<file path="src/rtl/virtualized_reconstruction_filter_pkg.sv">
// Shared types and helpers for the time-multiplexed second-order CIC decoder.
// Holds the FSM state type, the bit-to-sample mapping and the saturating output scaler.
package virtualized_reconstruction_filter_pkg;

  typedef enum logic {
    IDLE = 1'b0,
    SCAN = 1'b1
  } state_t;

  function automatic int acc_width_of(input int log2_decim);
    return 2 * log2_decim + 2;
  endfunction

  function automatic logic signed [63:0] full_pos(input int width);
    return (64'sd1 <<< (width - 1)) - 64'sd1;
  endfunction

  function automatic logic signed [63:0] full_neg(input int width);
    return -(64'sd1 <<< (width - 1));
  endfunction

  // A 1 bit is a +1 sample, a 0 bit is a -1 sample.
  function automatic logic signed [1:0] bit_to_x(input logic b);
    return b ? 2'sb01 : 2'sb11;
  endfunction

  // +R^2 lands one LSB past full scale and clamps; -R^2 lands exactly on full_neg.
  function automatic logic signed [63:0] scale_sat(input logic signed [63:0] y,
                                                   input int shift,
                                                   input int width);
    logic signed [63:0] s;
    s = y <<< shift;
    if (s > full_pos(width)) return full_pos(width);
    if (s < full_neg(width)) return full_neg(width);
    return s;
  endfunction

endpackage

</file>
<file path="src/rtl/virtualized_reconstruction_filter_cic2.sv">
// One step of a second-order CIC for a single channel: integrators, comb and output scaling.
// Purely combinational; the caller decides which of the updated states to commit.
module cic2_channel_datapath
  import virtualized_reconstruction_filter_pkg::*;
#(
  parameter int LOG2_DECIM = 6,
  parameter int OUT_WIDTH  = 24,
  localparam int ACC_WIDTH = acc_width_of(LOG2_DECIM)
) (
  input  logic                        x_bit,
  input  logic signed [ACC_WIDTH-1:0] int1,
  input  logic signed [ACC_WIDTH-1:0] int2,
  input  logic signed [ACC_WIDTH-1:0] z1,
  input  logic signed [ACC_WIDTH-1:0] z2,
  output logic signed [ACC_WIDTH-1:0] int1_next,
  output logic signed [ACC_WIDTH-1:0] int2_next,
  output logic signed [ACC_WIDTH-1:0] z1_next,
  output logic signed [ACC_WIDTH-1:0] z2_next,
  output logic signed [OUT_WIDTH-1:0] sample
);

  localparam int SHIFT = OUT_WIDTH - 1 - 2 * LOG2_DECIM;

  logic signed [1:0]           x;
  logic signed [ACC_WIDTH-1:0] x_ext;
  logic signed [ACC_WIDTH-1:0] c1;
  logic signed [ACC_WIDTH-1:0] y;

  // All arithmetic wraps at ACC_WIDTH; the CIC relies on that modular behaviour.
  always_comb begin
    x         = bit_to_x(x_bit);
    x_ext     = {{(ACC_WIDTH-2){x[1]}}, x};
    int1_next = int1 + x_ext;
    int2_next = int2 + int1_next;
    c1        = int2_next - z1;
    y         = c1 - z2;
    z1_next   = int2_next;
    z2_next   = c1;
    sample    = OUT_WIDTH'(scale_sat({{(64-ACC_WIDTH){y[ACC_WIDTH-1]}}, y}, SHIFT, OUT_WIDTH));
  end

endmodule

</file>
<file path="src/rtl/virtualized_reconstruction_filter.sv">
// Shared CIC decimator scanning all virtualized bitstream channels once per frame.
// Owns the frame FSM, the decimation counter, per-channel state arrays and the log readback.
module virtualized_reconstruction_filter
  import virtualized_reconstruction_filter_pkg::*;
#(
  parameter int NUM_CHANNELS = 10,
  parameter int LOG2_DECIM   = 6,
  parameter int OUT_WIDTH    = 24,
  localparam int ACC_WIDTH   = acc_width_of(LOG2_DECIM),
  localparam int CH_WIDTH    = (NUM_CHANNELS > 1) ? $clog2(NUM_CHANNELS) : 1
) (
  input  logic                        clock,
  input  logic                        reset,
  input  logic [NUM_CHANNELS-1:0]     bitstream_in,
  input  logic                        bitstream_valid,
  output logic                        busy,
  output logic                        overrun,
  input  logic                        overrun_clear,
  output logic signed [OUT_WIDTH-1:0] sample_out,
  output logic [CH_WIDTH-1:0]         sample_channel,
  output logic                        sample_valid,
  input  logic [CH_WIDTH-1:0]         log_address,
  output logic signed [OUT_WIDTH-1:0] log_value
);

  localparam logic [CH_WIDTH-1:0] LAST_CH = CH_WIDTH'(NUM_CHANNELS - 1);

  state_t                      state;
  logic [NUM_CHANNELS-1:0]     shadow;
  logic [CH_WIDTH-1:0]         ch_idx;
  logic [LOG2_DECIM-1:0]       dec_cnt;
  logic                        dump_frame;

  logic signed [ACC_WIDTH-1:0] int1_mem [NUM_CHANNELS];
  logic signed [ACC_WIDTH-1:0] int2_mem [NUM_CHANNELS];
  logic signed [ACC_WIDTH-1:0] z1_mem   [NUM_CHANNELS];
  logic signed [ACC_WIDTH-1:0] z2_mem   [NUM_CHANNELS];
  logic signed [OUT_WIDTH-1:0] last_sample [NUM_CHANNELS];

  logic signed [ACC_WIDTH-1:0] int1_nx;
  logic signed [ACC_WIDTH-1:0] int2_nx;
  logic signed [ACC_WIDTH-1:0] z1_nx;
  logic signed [ACC_WIDTH-1:0] z2_nx;
  logic signed [OUT_WIDTH-1:0] dp_sample;

  assign dump_frame = (dec_cnt == '1);

  cic2_channel_datapath #(
    .LOG2_DECIM (LOG2_DECIM),
    .OUT_WIDTH  (OUT_WIDTH)
  ) u_datapath (
    .x_bit     (shadow[ch_idx]),
    .int1      (int1_mem[ch_idx]),
    .int2      (int2_mem[ch_idx]),
    .z1        (z1_mem[ch_idx]),
    .z2        (z2_mem[ch_idx]),
    .int1_next (int1_nx),
    .int2_next (int2_nx),
    .z1_next   (z1_nx),
    .z2_next   (z2_nx),
    .sample    (dp_sample)
  );

  // A strobe arriving while scanning is dropped; the drop beats a same-cycle clear.
  always_ff @(posedge clock or posedge reset) begin
    if (reset) begin
      state          <= IDLE;
      shadow         <= '0;
      ch_idx         <= '0;
      dec_cnt        <= '0;
      busy           <= 1'b0;
      overrun        <= 1'b0;
      sample_valid   <= 1'b0;
      sample_out     <= '0;
      sample_channel <= '0;
      for (int i = 0; i < NUM_CHANNELS; i++) begin
        int1_mem[i]    <= '0;
        int2_mem[i]    <= '0;
        z1_mem[i]      <= '0;
        z2_mem[i]      <= '0;
        last_sample[i] <= '0;
      end
    end else begin
      sample_valid <= 1'b0;

      if (bitstream_valid && state == SCAN) begin
        overrun <= 1'b1;
      end else if (overrun_clear) begin
        overrun <= 1'b0;
      end

      case (state)
        IDLE: begin
          if (bitstream_valid) begin
            shadow <= bitstream_in;
            ch_idx <= '0;
            busy   <= 1'b1;
            state  <= SCAN;
          end
        end
        SCAN: begin
          int1_mem[ch_idx] <= int1_nx;
          int2_mem[ch_idx] <= int2_nx;
          if (dump_frame) begin
            z1_mem[ch_idx]      <= z1_nx;
            z2_mem[ch_idx]      <= z2_nx;
            last_sample[ch_idx] <= dp_sample;
            sample_out          <= dp_sample;
            sample_channel      <= ch_idx;
            sample_valid        <= 1'b1;
          end
          if (ch_idx == LAST_CH) begin
            state   <= IDLE;
            busy    <= 1'b0;
            dec_cnt <= dec_cnt + LOG2_DECIM'(1);
          end else begin
            ch_idx <= ch_idx + CH_WIDTH'(1);
          end
        end
        default: state <= IDLE;
      endcase
    end
  end

  // Registered read: a write to the same channel this cycle is seen only next cycle.
  always_ff @(posedge clock or posedge reset) begin
    if (reset) begin
      log_value <= '0;
    end else if (int'(log_address) < NUM_CHANNELS) begin
      log_value <= last_sample[log_address];
    end else begin
      log_value <= '0;
    end
  end

endmodule

</file>
<file path="config.mk">
export PLATFORM = sky130hd
export DESIGN_NAME = virtualized_reconstruction_filter
export DESIGN_NICKNAME = d
export VERILOG_FILES = /design/src/rtl/virtualized_reconstruction_filter_pkg.sv /design/src/rtl/virtualized_reconstruction_filter_cic2.sv /design/src/rtl/virtualized_reconstruction_filter.sv
export SDC_FILE = /design/constraint.sdc
export NUM_CORES = 2
export LEC_CHECK = 0
export ABC_AREA = 1
export BUFFER_PORTS_ARGS = -buffer_cell sky130_fd_sc_hd__buf_2
export CORE_ASPECT_RATIO = 0.5
export CORE_MARGIN = 2
export CORE_UTILIZATION = 55
export DETAILED_ROUTE_END_ITERATION = 16
export PLACE_DENSITY = 0.81
export SYNTH_ARGS = -nofsm -noshare
export SYNTH_HDL_FRONTEND = slang
export SYNTH_SLANG_ARGS = --single-unit
</file>
<file path="constraint.sdc">
create_clock -name clock -period 33.2 [get_ports clock]
set_clock_uncertainty 0.2 [all_clocks]
set_input_delay 1.66 -clock clock [delete_from_list [all_inputs] [get_ports clock]]
set_output_delay 1.66 -clock clock [all_outputs]
set_load 0.03 [all_outputs]
</file>
==> qor.yml <==
worst_setup_path:
  worstPathArrival_ps: 12040
  path_common_cell: "nand2_1"
  slowest_delay_ps: 1000
  cp.required_ps: 33550
  critPathKind: "flip-flop to flip-flop"
  critPathCaptureType: "flip-flop"
  slowest_stage: "dfrtp_4"
  path_max_fanout: 85
  start_kind: "flip-flop"
detailed_routing:
  ant_nets: 0
  route.vias.total: 31600
  post_drt_wl_per_cell_um: 19.5
  drt_iter0_drc: 4033
  drc_errors: 0
  routed_wirelength_um: 101000
  vias_per_cell: 6.12
  firstDrtPassIters: 6
global_route:
  grtUsageMet2_pct: 47.0
  grt_max_degree: 196
  grt_util_met3_pct: 4.95
  antenna_found_initial: 0
  grt_pass1_wl_um: 163000
  grt_pass1_vias: 30600
  grt_overflow_total: 0
  grtUsageTotal_pct: 29.2
  grt_util_met1_pct: 39.9
  top_usage_layer: "met2"
cells_and_area:
  seq_area_um2: 18900
  final.fill_count: 5366
  diodes: 0
  layout-drive-gt1-share_pct: 9.88
  layout.nets: 4309
  area_growth_pct: 6.93
  multi_input_area_um2: 15600
clocking:
  cts_buffers: 69
  ctsResizeCount: 0
  clockBufferDepth: 3
  cts.hold.buffers_added: 0
  cts_setup_buffers: 0
  ctsHtreeMaxLevel: 3
  cts.sinks: 756
  clock_latency_ps: 630
  root_buffer: "clkbuf_16"
  cts.clk_slew.worst_paths_ps: 70
  tritoncts: "built"
synthesis:
  yosys_warnings: 0
  syn_nets: 4485
  seq_area_frac_synth_pct: 51.5
  synth_cells: 4409
  postSynthAreaPerCell_um2: 8.34
  ys_ff_latch: 756
  ys_top_cells_by_count: "nand2_1 (1270), o21ai_0 (844), dfrtp_1 (756)"
  synthArstFlopShare_pct: 100
  netlist_area_um2: 36800
  synth_top_area_share_pct: 51.5
  synth_ff_type: "dfrtp_1"
  synth_edf_count: 0
  yosys.area.top_type: "dfrtp_1"
  synth_most_common_cell: "nand2_1"
  yosys-top-cells-area: "dfrtp_1 (51%), nand2_1 (13%), o21ai_0 (11%)"
  synth_cell_type_count: 58
flow_run:
  cap_violations: 0
die:
  die_y_um: 187
  fp-row-count: 66
  coreArea_um2: 65600
  io_pins: 73
  dieArea_um2: 69000
  initial_core_util_pct: 56.1
  die_w_um: 370
sta:
  drv_slew: 0
  setup_viol: 0
  fin_tns_setup_ps: 0
  final.min_clock_period_ps: 11690
  worstMarginPinSlew_ps: 1220
  hold_viol: 0
  finalCritPeriodShare_pct: 35.2
  slew_headroom_pct: 18.6
  timing.fmax_mhz: 85.5
  rsz0062_at_grt: "no"
place:
  portBuffers: 72
  dp_hpwl_um: 55700
  routabilityCongestion: 0.907
hold_path:
  hp-class: "flip-flop to flip-flop"
status:
  status: "completed"
==> final timing paths <==
check,from,to,slack [ps],cells past startpoint
max in group asynchronous,reset,shadow[9],29350,4
worst min register to register,last_sample[182],last_sample[182],280,2
worst max register to register,ch_idx[1],last_sample[204],21510,46
worst max-delay path,ch_idx[1],last_sample[204],21510,46
worst min-delay path,last_sample[182],last_sample[182],280,2
min in group asynchronous,reset,sample_valid,960,2
==> routing by layer <==
metal  vias up  part of all wire (%)  wire length, um
met1     15400                    40            40600
li1      14200                     -                -
met4         0                   3.6             3680
met5         -                     0                0
met2      1697                    46            46600
met3       289                   9.8             9920
==> state kept, by name (all words and copies together), names as in the netlist <==
name	count
overrun	1
z2_mem	140
shadow	10
busy	1
dec_cnt	6
sample_valid	1
state	1
last_sample	140
z1_mem	140
int2_mem	140
ch_idx	4
int1_mem	140
log_value	14
sample_out	14
sample_channel	4
==> worst max-delay path: cells and delay by family (launching register included) <==
kind	cells	cell delay, ps
adder cells (fa/ha/maj)	4	1470
AO/OA/AOI/OAI	8	1530
AND/OR/NAND/NOR	24	4460
buffers and inverters	10	2780
flip-flops	1	1000
==> final cells by class <==
type | instances | area share (%)
Inverter | 151 | 1.49
Clock inverter | 22 | 0.815
Timing Repair Buffer | 120 | 1.93
Multi-Input combinational cell | 3135 | 39.7
Clock buffer | 98 | 5.08
Sequential cell | 756 | 48.2
Tap cell | 884 | 2.81
==> kinds of logic after synthesis <==
logic type      count (synthesis)  share of synthesized area, %
mux                            21                         0.613
fa+ha+maj                      58                          2.06
flops                         756                          51.5
simple gates                 1853                          21.8
buf+inv                       518                          6.23
compound gates               1178                          17.2
xor+xnor                       25                         0.596
==> stage by stage <==
stage	worst slack (ps)	std cells	hold WS (ps)	util (%)	cell area (um^2)
floorplan	10120	4409	237	-	36800
global placement	22110	5046	250	56.4	37000
detailed placement	21870	5046	259	56.4	37000
CTS	21810	5166	274	59.9	39300
global route	20610	5166	296	59.9	39300
finish	21510	5166	275	59.9	39300
==> placed cells by master (no fill, tap or decap), types with 15 or more instances in the layout <==
master     netlist  final
o22ai_1         95     95
dfrtp_1        756    754
clkbuf_1       275     15
nor2_1         286    284
a32o_1          17     17
a22o_1          18     18
nand3_2         93     93
nand2_2         21     32
ha_1            54     54
buf_4           26     45
or2_2           16     16
nand3_1        110    110
clkbuf_16        0     71
buf_2           31     72
a21oi_1        150    150
o221ai_1        16     16
nand2_1       1270   1258
o21ai_0        844    844
inv_1          137    132
xor2_1          15     15
Power is not shown: default switching activity piles up to over one toggle a cycle in this logic, so the estimate is an artifact.
